### src/rtl/mem_port_arbiter.sv
// -----------------------------------------------------------------------------
// mem_port_arbiter
//
// Shares the single-port instruction/data memory bus between the fetch stage
// and the load/store path. A four-state FSM (IDLE, IF_BUSY, DM_BUSY, DONE)
// serialises requests onto a req/ack bus and returns read data to the owner.
// Data has priority. After DATA_BURST consecutive data grants with fetch
// waiting, the next grant goes to fetch so that fetch always makes progress.
//
// Optional feature macro: ARB_TIMEOUT_EN
//   When this macro is defined, a BUSY phase with no bus_ack for TIMEOUT cycles
//   is ended by the block. It returns rdata = 0, gives the valid pulse and
//   pulses bus_err. When the macro is not defined, BUSY waits forever and
//   bus_err is tied to 0.
//
// Ports
//   clk, rst_n                      clock, asynchronous active-low reset
//   if_req/if_addr                  fetch request (level) and address
//   if_rdata/if_valid               fetched word, one-cycle completion pulse
//   dm_req/dm_we/dm_addr/dm_wdata   load/store request (level)
//   dm_rdata/dm_valid               load data, one-cycle completion pulse
//   bus_req/bus_we/bus_addr/
//   bus_wdata                       memory bus request (held until bus_ack)
//   bus_rdata/bus_ack               memory read data and one-cycle completion
//   bus_err                         one-cycle pulse on timeout termination
//   stall                           combinational stall to the hazard logic
// -----------------------------------------------------------------------------
module mem_port_arbiter #(
   parameter int unsigned DATA_BURST = 3,
   parameter int unsigned TIMEOUT    = 15
) (
   input  logic        clk,
   input  logic        rst_n,
   input  logic        if_req,
   input  logic [31:0] if_addr,
   output logic [31:0] if_rdata,
   output logic        if_valid,
   input  logic        dm_req,
   input  logic        dm_we,
   input  logic [31:0] dm_addr,
   input  logic [31:0] dm_wdata,
   output logic [31:0] dm_rdata,
   output logic        dm_valid,
   output logic        bus_req,
   output logic        bus_we,
   output logic [31:0] bus_addr,
   output logic [31:0] bus_wdata,
   input  logic [31:0] bus_rdata,
   input  logic        bus_ack,
   output logic        bus_err,
   output logic        stall
);

   if (DATA_BURST == 0 || DATA_BURST > 7 || TIMEOUT == 0) begin : g_param_check
      $error("mem_port_arbiter: DATA_BURST must be 1..7 and TIMEOUT nonzero");
   end

   typedef enum logic [1:0] {IDLE, IF_BUSY, DM_BUSY, DONE} state_t;

   localparam logic [2:0] BURST_MAX = 3'(DATA_BURST);

   state_t      state_q, state_d;
   logic [2:0]  burst_cnt_q, burst_cnt_d;
   logic        bus_req_q, bus_req_d;
   logic        bus_we_q, bus_we_d;
   logic [31:0] bus_addr_q, bus_addr_d;
   logic [31:0] bus_wdata_q, bus_wdata_d;
   logic [31:0] if_rdata_q, if_rdata_d;
   logic [31:0] dm_rdata_q, dm_rdata_d;
   logic        if_valid_q, if_valid_d;
   logic        dm_valid_q, dm_valid_d;
   logic        grant_dm;

`ifdef ARB_TIMEOUT_EN
   localparam int TMO_W = ($clog2(TIMEOUT + 1) > 4) ? $clog2(TIMEOUT + 1) : 4;
   localparam logic [TMO_W-1:0] TMO_LAST = TMO_W'(TIMEOUT - 1);
   logic [TMO_W-1:0] tmo_cnt_q, tmo_cnt_d;
   logic             bus_err_q, bus_err_d;
`endif

   // Fetch takes the bus from a pending data request only after the burst budget is used up.
   assign grant_dm = dm_req & (~if_req | (burst_cnt_q != BURST_MAX));

   always_comb begin
      // NOTE: every _d gets a default first so no path leaves it unassigned (no latches).
      state_d     = state_q;
      burst_cnt_d = burst_cnt_q;
      bus_req_d   = bus_req_q;
      bus_we_d    = bus_we_q;
      bus_addr_d  = bus_addr_q;
      bus_wdata_d = bus_wdata_q;
      if_rdata_d  = if_rdata_q;
      dm_rdata_d  = dm_rdata_q;
      if_valid_d  = 1'b0;
      dm_valid_d  = 1'b0;
`ifdef ARB_TIMEOUT_EN
      tmo_cnt_d   = tmo_cnt_q;
      bus_err_d   = 1'b0;
`endif
      unique case (state_q)
         IDLE: begin
            if (grant_dm) begin
               state_d     = DM_BUSY;
               bus_req_d   = 1'b1;
               bus_we_d    = dm_we;
               bus_addr_d  = dm_addr;
               bus_wdata_d = dm_wdata;
               if (!if_req)                     burst_cnt_d = 3'd0;
               else if (burst_cnt_q != BURST_MAX) burst_cnt_d = burst_cnt_q + 3'd1;
`ifdef ARB_TIMEOUT_EN
               tmo_cnt_d   = '0;
`endif
            end else if (if_req) begin
               state_d     = IF_BUSY;
               bus_req_d   = 1'b1;
               bus_we_d    = 1'b0;
               bus_addr_d  = if_addr;
               bus_wdata_d = 32'd0;
               burst_cnt_d = 3'd0;
`ifdef ARB_TIMEOUT_EN
               tmo_cnt_d   = '0;
`endif
            end
         end
         IF_BUSY, DM_BUSY: begin
            if (bus_ack) begin
               state_d   = DONE;
               bus_req_d = 1'b0;
               if (state_q == IF_BUSY) begin
                  if_rdata_d = bus_rdata;
                  if_valid_d = 1'b1;
               end else begin
                  dm_valid_d = 1'b1;
                  // A store leaves the load-data register unchanged.
                  if (!bus_we_q) dm_rdata_d = bus_rdata;
               end
            end
`ifdef ARB_TIMEOUT_EN
            else if (tmo_cnt_q == TMO_LAST) begin
               // This is the TIMEOUT-th cycle with no ack. End the transaction with zero data.
               state_d   = DONE;
               bus_req_d = 1'b0;
               bus_err_d = 1'b1;
               if (state_q == IF_BUSY) begin
                  if_rdata_d = 32'd0;
                  if_valid_d = 1'b1;
               end else begin
                  dm_rdata_d = 32'd0;
                  dm_valid_d = 1'b1;
               end
            end else begin
               tmo_cnt_d = tmo_cnt_q + 1'b1;
            end
`endif
         end
         DONE:    state_d = IDLE;
         default: state_d = IDLE;
      endcase
   end

   // NOTE: sequential state uses non-blocking assignments only, so all flops update together.
   always_ff @(posedge clk or negedge rst_n) begin
      if (!rst_n) begin
         state_q     <= IDLE;
         burst_cnt_q <= 3'd0;
         bus_req_q   <= 1'b0;
         bus_we_q    <= 1'b0;
         bus_addr_q  <= 32'd0;
         bus_wdata_q <= 32'd0;
         if_rdata_q  <= 32'd0;
         dm_rdata_q  <= 32'd0;
         if_valid_q  <= 1'b0;
         dm_valid_q  <= 1'b0;
`ifdef ARB_TIMEOUT_EN
         tmo_cnt_q   <= '0;
         bus_err_q   <= 1'b0;
`endif
      end else begin
         state_q     <= state_d;
         burst_cnt_q <= burst_cnt_d;
         bus_req_q   <= bus_req_d;
         bus_we_q    <= bus_we_d;
         bus_addr_q  <= bus_addr_d;
         bus_wdata_q <= bus_wdata_d;
         if_rdata_q  <= if_rdata_d;
         dm_rdata_q  <= dm_rdata_d;
         if_valid_q  <= if_valid_d;
         dm_valid_q  <= dm_valid_d;
`ifdef ARB_TIMEOUT_EN
         tmo_cnt_q   <= tmo_cnt_d;
         bus_err_q   <= bus_err_d;
`endif
      end
   end

   assign bus_req   = bus_req_q;
   assign bus_we    = bus_we_q;
   assign bus_addr  = bus_addr_q;
   assign bus_wdata = bus_wdata_q;
   assign if_rdata  = if_rdata_q;
   assign dm_rdata  = dm_rdata_q;
   assign if_valid  = if_valid_q;
   assign dm_valid  = dm_valid_q;
`ifdef ARB_TIMEOUT_EN
   assign bus_err   = bus_err_q;
`else
   assign bus_err   = 1'b0;
`endif

   // stall drops in the cycle the matching valid is high.
   assign stall = (if_req & ~if_valid_q) | (dm_req & ~dm_valid_q);

endmodule

### config.mk
export PLATFORM = sky130hd
export DESIGN_NAME = mem_port_arbiter
export DESIGN_NICKNAME = d
export VERILOG_FILES = /design/src/rtl/mem_port_arbiter.sv
export SDC_FILE = /design/constraint.sdc
export NUM_CORES = 1
export LEC_CHECK = 0
export CORE_ASPECT_RATIO = 0.7
export CORE_UTILIZATION = 37
export DETAILED_ROUTE_END_ITERATION = 12
export PLACE_DENSITY = 0.77
export SLEW_MARGIN = 5
export SYNTH_ARGS = -nofsm -noshare
export SYNTH_HDL_FRONTEND = slang
export SYNTH_SLANG_ARGS = --single-unit
export TNS_END_PERCENT = 30
### constraint.sdc
create_clock -name clk -period 1.6 [get_ports clk]
set_input_delay 0.32 -clock clk [delete_from_list [all_inputs] [get_ports clk]]
set_output_delay 0.32 -clock clk [all_outputs]
set_load 0.05 [all_outputs]
==> metrics, run 1 <==
maximum clock skew at final layout around 0.007 ns; total iterations of the first detailed-routing run 6; average footprint of a synthesized cell 12.61 um^2; dominant cells by area after synthesis sky130_fd_sc_hd__dfrtp_1 63%, sky130_fd_sc_hd__mux2_2 13%, sky130_fd_sc_hd__a21oi_1 6.3%; total congestion overflow after global routing 0; IO buf count roughly 270; clock network fraction of design power 16.4%; number of global-route vias before repair approximately 4800; cell leakage power 4.189 nW; initial antenna violation count 0; combinational share of power 57.7%; number of levels in the clock H-tree 4; data arrival at the endpoint of the critical path between 2 and 2.5 ns; violated checks setup timing; pin count of the biggest net entering global routing 53; number of design-rule violations left by the first detailed-router iteration 129; Mapped Area about 5400 um^2; unrepaired setup endpoints after global routing yes; initial core utilization 38.44%; largest incremental delay on the critical path 0.39 ns; startpoint-to-endpoint class of the critical path flip-flop to flip-flop; crit-path most repeated cell sky130_fd_sc_hd__buf_12; Setup WS pre-CTS -0.2491 ns; count of unique library cells instantiated by Yosys 28; number of synthesized register bits 137; Worst setup EP type flip-flop; area enclosed by the die boundary 15190 um^2; VDD IR max roughly 1.6 mV; number of enable flip-flop cells after synthesis 0; most used standard cell by instance count after synthesis sky130_fd_sc_hd__dfrtp_1; dominant register cell in the synthesized netlist sky130_fd_sc_hd__dfrtp_1; ordered cell list for the critical path inv_2, ha_4, nand2_4, nor3_4, buf_6, buf_12, buf_12, mux2_4; post-DR wirelength/cell 17.28 um; antenna viol nets, final 0; Post-Place Cells 878; total I/O pin count around 270; start of the worst register-to-register path state_q[0]$_DFFE_PN0P_; standard cell with the maximum stage delay on the critical path sky130_fd_sc_hd__dfrtp_1; TritonCTS clock tree yes; vias approximately 4500; global-route wire length before repair 24.48 mm; time the worst path needs with I/O delays and setup 1.725 ns; synth warn 0; average vias per placed instance 4.900; Core Box Area 14140 um^2; depth of the most critical reg-to-reg path 8; min-delay worst type input pin to async pin; commonest cells in the synthesized netlist 137 x sky130_fd_sc_hd__dfrtp_1, 68 x sky130_fd_sc_hd__a21oi_1, 62 x sky130_fd_sc_hd__mux2_2; FMAX between 500 and 600 MHz; buffers from clock root to sink, at most 2; final weighted congestion in routability-driven placement 0.8836; Die X 146.9 um; power per cell area 2626 nW/um^2; post-layout net count 855; Int Pwr 12.86 mW; Final Setup Violations 32; die extent in y around 100 um; area share of the leading cell type in the synthesized netlist 63.06%; max-slew violations 0; CP required between 1.5 and 2 ns; final worst path period share 107.8%; DRC errors left 0; sequential cell area fraction in the yosys report 63.06%; total nets after synthesis 569; reg2reg end dm_rdata[15]$_DFFE_PN0P_; overall fraction of global-route tracks in use between 20% and 30%; net switching fraction of the power 46.32%; clock tree sinks 137; fraction of layout cells with a size suffix above 1 37.64%; share of async-settable or async-resettable flops after synthesis 100.0%; sequential cell fraction of total power 25.8%; post-layout instance count excluding filler cells 918; total wire length after detailed routing around 16 mm; clock root buffer sky130_fd_sc_hd__clkbuf_16; Yosys top cell by area sky130_fd_sc_hd__dfrtp_1; critical path peak fanout 7; Worst R2R Setup Slack -0.13 ns; category of the worst setup path launch point flip-flop; status finished with violations; synthesis-to-layout area growth 67.78%; count of final hold-check violations 0; Antenna Diode Count 0; instance count of the mapped netlist 431; setup slack of the critical path after layout -0.1251 ns; post-CTS clock slew at the launch and capture registers of the worst setup and hold paths 0.06 ns; number of buffers inserted during clock tree synthesis 17; net load switching power 11.10 mW; Site Rows 36; max-capacitance violation count 0; clock latency on the worst-skew pair 0.41 ns; post-DP HPWL 10.94 mm
worst max-delay path, delay by kind of cell, from the launching register on:
| kind | cells | cell delay (ns) |
|---|---|---|
| fa+ha+maj | 1 | 0.28 |
| simple gates | 2 | 0.18 |
| buf+inv | 4 | 0.44 |
| flops | 1 | 0.39 |
| mux | 1 | 0.31 |
flip-flops by register name, indices dropped and copies added, names as in the netlist:
signal / cells
if_rdata: 32
bus_we: 1
state_q: 2
bus_wdata: 32
dm_rdata: 32
bus_req: 1
bus_addr: 32
burst_cnt_q: 3
if_valid: 1
dm_valid: 1
worst max-delay path by stage:
stage,from,to,slack (ns),cells after the start
global placement,bus_ack,dm_rdata[27]$_DFFE_PN0P_,-0.19,5
finish,state_q[0]$_DFFE_PN0P_,dm_rdata[15]$_DFFE_PN0P_,-0.13,8
floorplan,state_q[0]$_DFFE_PN0P_,dm_rdata[21]$_DFFE_PN0P_,-0.03,6
CTS,state_q[0]$_DFFE_PN0P_,dm_rdata[15]$_DFFE_PN0P_,-0.15,8
detailed placement,bus_ack,dm_rdata[27]$_DFFE_PN0P_,-0.25,5
global route,state_q[0]$_DFFE_PN0P_,dm_rdata[27]$_DFFE_PN0P_,-0.16,8
placed cells by master, fill, tap and decap left out, drive strengths merged, types with 7 or more instances in the layout:
master / count
buf: 164
dfrtp: 137
clkdlybuf4s50: 130
a21oi: 68
mux2: 64
nand2: 37
nor2: 34
a22o: 33
clkbuf: 19
inv: 7
cell families after synthesis:
group	count (synthesis)	share of synthesized area (%)
muxes	64	13.26
AOI/OAI and AO/OA	112	13.28
adders and majority gates	4	0.9206
DFF	137	63.06
buffers and inverters	36	3.729
other	1	0.06898
and+or+nand+nor	77	5.685
power by group through the flow:
stage | Combinational (mW) | Clock (mW) | Sequential (mW)
finish | 13.8 | 3.94 | 6.19
detailed placement | 12.9 | 0 | 6.18
global route | 14.5 | 4.19 | 6.37
floorplan | 3.00 | 0 | 11.6
global placement | 12.7 | 0 | 6.08
CTS | 13.9 | 4.03 | 6.18
timing repair:
action / in CTS / in global routing
setup buffers: 7 / 0
cloned: 3 / 0
hold buffers: 1 / 0
gates resized for setup: 50 / 4
endpoints found under the setup margin: 67 / 102
pin swaps: 3 / 4
hold endpoints to repair: 31 / 0
area by class of cell:
cell class / instances / area, um^2
Fill cell: 1055 / 5022
Sequential cell: 137 / 3428
Timing Repair Buffer: 297 / 2843
Multi-Input combinational cell: 258 / 1998
Clock buffer: 19 / 442.9
Tap cell: 190 / 237.7
Clock inverter: 11 / 148.9
Inverter: 6 / 22.52
per-stage QoR:
stage          total power [mW]  setup TNS, ns  hold WS [ns]  utilization (%)  cell area, um^2
2_1_floorplan             14.64        -0.8918       0.02441                -             5449
3_3_place_gp              18.77         -15.63        0.2258            57.94             8194
3_5_place_dp              19.10         -18.34        0.2289            57.94             8194
4_1_cts                   24.10         -3.833        0.3511            64.38             9106
5_1_grt                   25.02         -3.767        0.3877            64.49             9121
6_report                  23.95         -2.167        0.3671            64.49             9121
routing by layer:
layer | part of all wire, % | up-vias | global-route usage (%)
met5 | 0 | - | 0
met4 | 2.5 | 0 | 10.34
met3 | 6.1 | 31 | 5.921
met2 | 50 | 174 | 36.57
met1 | 42 | 2209 | 24.59
li1 | - | 2084 | -
Power figures use the tool's default switching activity.
==> run 2, diff against run 1 <==
--- a/config.mk
+++ b/config.mk
@@ -5,8 +5,8 @@
 export SDC_FILE = /design/constraint.sdc
 export NUM_CORES = 1
 export LEC_CHECK = 0
-export CORE_ASPECT_RATIO = 0.7
-export CORE_UTILIZATION = 37
+export ABC_AREA = 1
+export CORE_UTILIZATION = 38
 export DETAILED_ROUTE_END_ITERATION = 12
 export PLACE_DENSITY = 0.77
 export SLEW_MARGIN = 5
==> metrics, run 2 <==
pin count of the biggest net entering global routing 65 (+23%); maximum clock skew at final layout 0.007948 ns (+0.001071 ns); number of global-route vias before repair 5294 (+9.4%); cell area after placement 8645 um^2 (+5.5%); count of unique library cells instantiated by Yosys 18 (-36%); total congestion overflow after global routing 0 (unchanged); number of levels in the clock H-tree 4 (unchanged); Yosys top cell by area sky130_fd_sc_hd__dfrtp_1; start of the worst register-to-register path burst_cnt_q[0]$_DFFE_PN0P_; instance count of the mapped netlist 713 (+65%); power per cell area 2351 nW/um^2 (-10%); most used standard cell by instance count after synthesis sky130_fd_sc_hd__nand2_1; initial core utilization 38.93% (+0.50 points); area enclosed by the die boundary 16020 um^2 (+5.5%); clock tree sinks 137 (unchanged); post-DR wirelength/cell 13.78 um (-20%); Die X 126.6 um (-14%); launching instance or port of the critical path if_valid$_DFF_PN0_; final weighted congestion in routability-driven placement 0.8016 (-9.3%); average vias per placed instance 4.612 (-5.9%); Worst setup EP type output port; most common library cell in the layout ignoring fill and taps sky130_fd_sc_hd__nand2_1; vias 5475 (+22%); dominant cells by area after synthesis sky130_fd_sc_hd__dfrtp_1 58%, sky130_fd_sc_hd__nand2_1 14%, sky130_fd_sc_hd__inv_1 8.8%; synthesis-to-layout area growth 57.12%; final worst path period share 94.17% (-14 points); max-capacitance violation count 0 (unchanged); post-route cell area 9265 um^2 (+1.6%); max-slew violations 0 (unchanged); average footprint of a synthesized cell 8.271 um^2 (-34%); TritonCTS clock tree yes; unrepaired setup endpoints after global routing no; Core Box Area 15150 um^2 (+7.1%); die extent in y 126.6 um (+22%); number of synthesized register bits 137 (unchanged); FMAX 663.7 MHz (+14%); startpoint-to-endpoint class of the critical path flip-flop to output port; post-layout net count 1124 (+31%); fraction of layout cells with a size suffix above 1 19.82% (-18 points); clock latency on the worst-skew pair 0.41 ns (about the same); cell leakage power 5.017 nW (+20%); IO buf count 266 (unchanged); synth warn 0 (unchanged); buffers from clock root to sink, at most 2 (unchanged); antenna viol nets, final 0 (unchanged); count of final hold-check violations 0 (unchanged); share of async-settable or async-resettable flops after synthesis 100.0% (unchanged); DRC errors left 0 (unchanged); total nets after synthesis 851 (+50%); min-delay worst type input pin to async pin; critical path peak fanout 2 (-5); most frequent cells in the layout 215 x sky130_fd_sc_hd__nand2_1, 140 x sky130_fd_sc_hd__buf_4, 138 x sky130_fd_sc_hd__inv_1, 137 x sky130_fd_sc_hd__dfrtp_1, 130 x sky130_fd_sc_hd__clkdlybuf4s50_1; dominant register cell in the synthesized netlist sky130_fd_sc_hd__dfrtp_1; Post-Place Cells 1152 (+31%); VDD IR max 1.353 mV (-14%); post-route setup TNS 0 ns (+2.167 ns); Final Setup Violations 0 (-100%); total wire length after detailed routing 16.35 mm (+3.1%); Mapped Area 5897 um^2 (+8.5%); area share of the leading cell type in the synthesized netlist 58.14% (-4.9 points); post-layout instance count excluding filler cells 1187 (+29%); data arrival at the endpoint of the critical path 1.19 ns (-0.83 ns); number of design-rule violations left by the first detailed-router iteration 278 (+120%); number of enable flip-flop cells after synthesis 0 (unchanged); post-CTS clock slew at the launch and capture registers of the worst setup and hold paths 0.06 ns (about the same); commonest cells in the synthesized netlist 216 x sky130_fd_sc_hd__nand2_1, 138 x sky130_fd_sc_hd__inv_1, 137 x sky130_fd_sc_hd__dfrtp_1; total I/O pin count 268 (unchanged); sequential cell area fraction in the yosys report 58.14% (-4.9 points); Antenna Diode Count 0 (unchanged); number of buffers inserted during clock tree synthesis 17 (unchanged); status finished clean; total iterations of the first detailed-routing run 5 (-1); global-route wire length before repair 26.59 mm (+8.6%); time the worst path needs with I/O delays and setup 1.507 ns (-0.2184 ns); Site Rows 45 (+25%); final total power 21.79 mW (-9.0%); category of the worst setup path launch point flip-flop; initial antenna violation count 0 (unchanged); post-DP HPWL 11.61 mm (+6.1%); clock root buffer sky130_fd_sc_hd__clkbuf_16; CP required 1.28 ns (-0.61 ns); overall fraction of global-route tracks in use 21.18% (+0.085 points)
-- run 2: cell types whose count changed in the layout (fill, tap and decap cells not counted), moves of 11 or more --
cell	delta
sky130_fd_sc_hd__mux2_2	-35
sky130_fd_sc_hd__inv_1	+135
sky130_fd_sc_hd__a21oi_1	-68
sky130_fd_sc_hd__mux2_4	-29
sky130_fd_sc_hd__nor2_1	-28
sky130_fd_sc_hd__o21ai_0	+84
sky130_fd_sc_hd__a22o_1	-33
sky130_fd_sc_hd__nand2_1	+180
sky130_fd_sc_hd__o21ai_1	+11
sky130_fd_sc_hd__nand3_1	+69
-- run 2: metrics by stage --
step | setup slack (ns) | hold WS (ns) | util (%)
after global routing | 0.005207 | 0.3737 | 61.17
after global placement | -0.2615 | 0.2402 | 57.08
after floorplan | 0.01192 | 0.02441 | -
final | 0.09332 | 0.3721 | 61.17
after CTS | 0.05158 | 0.3599 | 61.17
after detailed placement | -0.3249 | 0.2326 | 57.08
-- run 2: path summary, 6_finish.rpt --
kind / endpoint / slack [ns] / cells after the start
worst max-delay path: stall / 0.09 / 2
max in group asynchronous: bus_addr[23]$_DFFE_PN0P_ / 0.59 / 3
worst max register to register: bus_addr[5]$_DFFE_PN0P_ / 0.12 / 7
worst min register to register: bus_addr[12]$_DFFE_PN0P_ / 0.48 / 2
worst min-delay path: bus_addr[4]$_DFFE_PN0P_ / 0.37 / 2
min in group clk: bus_wdata[28]$_DFFE_PN0P_ / 0.45 / 3
-- run 2: cell type report --
type,instances,area [um^2]
clock inverter,14,147.6
clock buffer,18,439.2
sequential,137,3428
multi-input combinational,401,1799
inverter,139,521.8
fill,1312,5881
timing repair buffer,290,2694
tap,188,235.2
-- run 2: cells by family (layout without fill, tap and decap cells) --
group	Yosys count	count (layout)	share of synthesized area, %
flip-flops	137	137	58.14
buffers and inverters	176	461	11.90
AND/OR/NAND/NOR	296	297	20.56
other	1	1	0.06359
adder cells (fa/ha/maj)	4	4	0.8488
AO/OA/AOI/OAI	99	99	8.487
-- run 2: per-layer routing --
metal | part of all wire (%) | vias up | global-route usage (%)
li1 | - | 2709 | -
met1 | 43 | 2534 | 26.05
met2 | 48 | 218 | 35.72
met3 | 8.1 | 14 | 6.537
met4 | 1.0 | 0 | 6.378
met5 | 0 | - | 0
-- run 2: timing repair --
item / CTS / global route
setup buffers: 1 / 0
pin swaps: 2 / 0
setup endpoints to repair: 36 / 5
resized for setup: 5 / 5
hold buffers: 1 / 0
hold endpoints to repair: 28 / 0
cloned: 1 / 0
-- run 2: worst max-delay path, stage by stage (launching register included) --
cell and delay (ns):
sky130_fd_sc_hd__dfrtp_1 0.42, sky130_fd_sc_hd__o22ai_2 0.20, sky130_fd_sc_hd__buf_12 0.16
-- run 2: report_power, final --
group	leakage (nW)	internal, mW	switching, mW
Combinational	3.02	3.61	8.28
Clock	0.286	2.34	1.53
Sequential	1.71	5.07	0.958
